`config.mk`:
```
export PLATFORM = sky130hd
export DESIGN_NAME = keypad_bcd_scanner
export DESIGN_NICKNAME = d
export VERILOG_FILES = /design/src/rtl/keypad_bcd_scanner.sv
export SDC_FILE = /design/constraint.sdc
export NUM_CORES = 1
export LEC_CHECK = 0
export CORE_MARGIN = 5
export CORE_UTILIZATION = 50
export CTS_CLUSTER_SIZE = 10
export DETAILED_ROUTE_END_ITERATION = 10
export PLACE_DENSITY = 0.71
export SYNTH_ARGS = -nofsm -noshare
export SYNTH_HDL_FRONTEND = slang
export SYNTH_SLANG_ARGS = --single-unit
```
`constraint.sdc`:
```
create_clock -name clk -period 9.7 [get_ports clk]
set_input_delay 0.97 -clock clk [delete_from_list [all_inputs] [get_ports clk]]
set_output_delay 0.97 -clock clk [all_outputs]
set_load 0.02 [all_outputs]
```
`src/rtl/keypad_bcd_scanner.sv`:
```
// Debounced one-hot keypad to BCD digit queue; a stable press is pushed DEBOUNCE_CYCLES+1 cycles after first sample.
// Consumer pops with valid&&ready; a push into a full queue with no pop is dropped and latches overflow.
module keypad_bcd_scanner #(
  parameter int DEBOUNCE_CYCLES = 4,
  parameter int FIFO_DEPTH      = 4
) (
  input  logic                          clk,
  input  logic                          rst,
  input  logic [9:0]                    dec,
  input  logic                          ready,
  input  logic                          clr_ovf,
  output logic [3:0]                    bcd,
  output logic                          valid,
  output logic [$clog2(FIFO_DEPTH):0]   level,
  output logic                          busy,
  output logic                          multi_err,
  output logic                          overflow
);

  localparam int AW = $clog2(FIFO_DEPTH);
  localparam int LW = AW + 1;

  typedef enum logic [1:0] {
    IDLE,
    DEBOUNCE,
    EMIT,
    WAIT_RELEASE
  } state_t;

  state_t      state;
  state_t      state_nxt;
  logic [7:0]  cnt;
  logic [7:0]  cnt_nxt;
  logic [9:0]  key_q;
  logic [9:0]  key_nxt;
  logic        multi_nxt;
  logic        push;
  logic [8:0]  cnt_inc;
  logic        cnt_hit;

  logic [3:0]    mem [FIFO_DEPTH];
  logic [AW-1:0] wr_ptr;
  logic [AW-1:0] rd_ptr;
  logic          pop;
  logic          full;
  logic          wr_en;

  function automatic logic [3:0] key_to_bcd(input logic [9:0] k);
    logic [3:0] code;
    code = 4'd0;
    for (int i = 0; i < 10; i++) begin
      if (k[i]) code = 4'(i);
    end
    return code;
  endfunction

  assign cnt_inc = {1'b0, cnt} + 9'd1;
  assign cnt_hit = (cnt_inc == 9'(DEBOUNCE_CYCLES));
  assign busy    = (state != IDLE);

  always_ff @(posedge clk) begin
    if (rst) begin
      state     <= IDLE;
      cnt       <= 8'd0;
      key_q     <= 10'd0;
      multi_err <= 1'b0;
    end else begin
      state     <= state_nxt;
      cnt       <= cnt_nxt;
      key_q     <= key_nxt;
      multi_err <= multi_nxt;
    end
  end

  always_comb begin
    state_nxt = state;
    cnt_nxt   = cnt;
    key_nxt   = key_q;
    multi_nxt = 1'b0;
    push      = 1'b0;
    case (state)
      IDLE: begin
        if (dec != 10'd0) begin
          cnt_nxt = 8'd0;
          if ($onehot(dec)) begin
            key_nxt   = dec;
            state_nxt = DEBOUNCE;
          end else begin
            multi_nxt = 1'b1;
            state_nxt = WAIT_RELEASE;
          end
        end
      end
      DEBOUNCE: begin
        if (dec == key_q) begin
          if (cnt_hit) begin
            cnt_nxt   = 8'd0;
            state_nxt = EMIT;
          end else begin
            cnt_nxt = cnt_inc[7:0];
          end
        end else begin
          // a bounce simply abandons the candidate without reporting anything
          cnt_nxt   = 8'd0;
          state_nxt = IDLE;
        end
      end
      EMIT: begin
        push      = 1'b1;
        cnt_nxt   = 8'd0;
        state_nxt = WAIT_RELEASE;
      end
      WAIT_RELEASE: begin
        if (dec != 10'd0) begin
          cnt_nxt = 8'd0;
        end else if (cnt_hit) begin
          cnt_nxt   = 8'd0;
          state_nxt = IDLE;
        end else begin
          cnt_nxt = cnt_inc[7:0];
        end
      end
      default: begin
        cnt_nxt   = 8'd0;
        state_nxt = IDLE;
      end
    endcase
  end

  assign valid = (level != LW'(0));
  assign bcd   = mem[rd_ptr];
  assign pop   = valid & ready;
  assign full  = (level == LW'(FIFO_DEPTH));
  // when full, the simultaneous pop frees the slot the push lands in
  assign wr_en = push & (~full | pop);

  always_ff @(posedge clk) begin
    if (rst) begin
      for (int i = 0; i < FIFO_DEPTH; i++) begin
        mem[i] <= 4'd0;
      end
      wr_ptr   <= '0;
      rd_ptr   <= '0;
      level    <= '0;
      overflow <= 1'b0;
    end else begin
      if (wr_en) begin
        mem[wr_ptr] <= key_to_bcd(key_q);
        wr_ptr      <= wr_ptr + AW'(1);
      end
      if (pop) begin
        rd_ptr <= rd_ptr + AW'(1);
      end
      case ({wr_en, pop})
        2'b10:   level <= level + LW'(1);
        2'b01:   level <= level - LW'(1);
        default: level <= level;
      endcase
      if (push && full && !pop) begin
        overflow <= 1'b1;
      end else if (clr_ovf) begin
        overflow <= 1'b0;
      end
    end
  end

endmodule
```
==> impl_results.md <==
- Status: complete, no violations
- CP Max Fanout: 14
- Antenna Nets Post-Route: 0
- Share of cells above drive strength 1: 7.22%
- Synth Warn #: 0
- Post-synthesis sequential area ratio: 43.2%
- Final Util: 57.7%
- Wire length per cell: 12.4 um
- Syn nets: 293
- Fin crit share: 50.0%
- RR Startpoint: cnt[0]
- Sink Count: 47
- Internal: 0.363 mW
- Max-Slew Margin vs Limit: 44.8%
- Setup CP Type: input port to flip-flop
- CTS hold repair buffers: 0
- Longest Clk Path Bufs: 2
- Worst Min Path Start: cnt[3]
- Reg power frac: 45.3%
- Synth Register Bits: 47
- Combinational Power Share: 33.4%
- Worst Max-Slew Pin Slew: 818 ps
- Fmax: 206 MHz
- Global-route wire length before repair: 7.67 mm
- Total leakage power: 1.10 nW
- Layout Skew: 8.42 ps
- Post-layout net count: 316
- Yosys top cell area share: 24.4%
- HP Class: flip-flop to flip-flop
- DR iter-0 viols: 112
- Chip width: 81.4 um
- Placed instance area: 2820 um^2
- PostCTS Resize Cnt: 0
- RSZ-0062 raised after global routing: no
- Startpoint Class: input port
- Worst Path Required: 9890 ps
- Clock network power share: 21.3%
- Top Ports: 25
- Post-route cell area: 2910 um^2
- Setup TNS Final: 0 ps
- Clock latency on the worst-skew pair: 300 ps
- Die height: 81.4 um
- Cells after DPL: 353
- Final Slew Violations: 0
- Clock Pin Slew Worst Setup and Hold Paths: 90 ps
- Cell accounting for the most synthesized area: dfxtp_1
- Area delta synth->final: 14.3%
- Post-synth cell types: 46
- Top FF cell, synth: dfxtp_1
- Initial DRT Pass Iterations: 4
- Setup Viol. Count Final: 0
- Setup crit end kind: flip-flop
- Syn Std Cell Area: 2550 um^2
- DRC violations left: 0
- Overall power consumption: 0.538 mW
- TritonCTS clock tree: built
- GPL Wtd Cong: 0.762
- Number of flops mapped to enable cells by yosys: 16
- Initial Util: 50.5%
- Core area: 5040 um^2
- Final Hold Viols: 0
- Arrival @ worst endpoint: 5040 ps
- Number of diodes: 0
- Root Buffer: clkbuf_8
- Post-Route WL: 4.48 mm
- Psw: 0.175 mW
- DR vias: 1822
- Gr usage total: 15.2%
- Pwr per Cell Area: 185 nW/um^2
- Die area: 6620 um^2
- Post-synth top cells: 47 x nor2_1, 31 x dfxtp_1, 21 x inv_1
- Avg Cell Area, Syn: 9.54 um^2
- Total CTS buffers: 5
- Post-DP HPWL: 3.45 mm
- Largest net degree at the start of global routing: 36
- Setup crit start: dec[7]
- Final Non-Filler Cells: 361
- Count leader, synth: nor2_1
- Initial antenna violation count: 0
- Net Sw Frac: 32.5%
- Number of global-route vias before repair: 1706
- Post-Syn Instances: 267
- Setup Buffers After CTS: 0
- H-Tree Level Count: 2
- Final min period: 4850 ps
- Synth async-reset ratio: 0%
- Max-Cap Viols: 0
- Site Rows: 26
- Peak supply drop: 83.9 uV
- GRT overflow: 0
- PortBufs: 24
- Synth top area cells: dfxtp_1 24%, edfxtp_1 19%, nor2_1 6.9%
- Vias per cell: 5.05
==> sequential cells by signal, indices dropped and copies added, names as in the netlist, named ones only <==
signal     cells
cnt            8
overflow       1
key_q         10
wr_ptr         2
state          2
mem           16
rd_ptr         2
level          3
multi_err      1
==> power by group through the flow <==
stage	Sequential [mW]	Combinational [mW]	Clock [mW]
detailed placement	0.249	0.182	0
finish	0.244	0.179	0.115
global route	0.248	0.199	0.128
global placement	0.249	0.179	0
floorplan	0.251	0.125	0
CTS	0.245	0.183	0.119
==> logic make-up (layout without fill, tap and decap cells) <==
logic type | count (synthesis) | count (layout) | share of synthesized area [%]
AND/OR/NAND/NOR | 110 | 110 | 21.1
flip-flops | 47 | 47 | 43.2
AO/OA/AOI/OAI | 40 | 40 | 10.1
buffers and inverters | 30 | 54 | 5.45
XOR/XNOR | 17 | 17 | 5.85
adder cells (fa/ha/maj) | 12 | 12 | 7.96
multiplexers | 11 | 11 | 6.29
==> path summary, 6_finish.rpt <==
kind                   end  slack (ps)  cells past startpoint
setup / recovery  key_q[7]        4850                     14
hold / removal      cnt[3]         500                      2
setup reg to reg    cnt[1]        7740                      7
hold reg to reg     cnt[3]         500                      2
==> layout make-up <==
class	instances	area (um^2)
fill	462	2130
multi-input combinational	190	1310
sequential	47	1100
timing repair buffer	25	248
tap	70	87.6
inverter	21	78.8
clock buffer	5	68.8
clock inverter	3	20.0
==> layer usage <==
layer  global-route usage (%)  part of all wire, %  vias up
met5                        0                    0        -
met4                     5.57                  1.5        0
met3                     3.99                  2.5        5
met2                     24.4                   49       17
met1                     19.6                   47      843
li1                         -                    -      957
==> placed cells by master, fill, tap and decap left out, drive strengths merged, types with 3 or more instances in the layout <==
cell type,instances
a21oi,19
clkdlybuf4s50,24
nand2,15
xor2,3
fa,7
nor3,4
nand3,8
nand2b,7
mux2i,7
nor2b,6
dfxtp,31
clkbuf,5
nor4,3
xnor2,14
o21ai,7
o21bai,3
edfxtp,16
ha,5
mux4,4
inv,21
nor2,51
==> metrics by stage <==
stage / setup WS (ps) / hold WS [ps]
finish: 4850 / 505
global route: 4710 / 553
CTS: 4820 / 505
detailed placement: 4500 / 494
global placement: 4580 / 487
floorplan: 5120 / 467
==> critical path, cell delays in order <==
cell and delay [ps]:
clkdlybuf4s50_1 570, fa_1 470, fa_1 500, inv_1 50, fa_1 420, inv_1 70
ha_1 170, inv_1 60, fa_1 390, a2111oi_2 330, a21oi_1 100, or4_4 660
mux2i_1 210, nor2_1 60
Power figures use the tool's default switching activity.
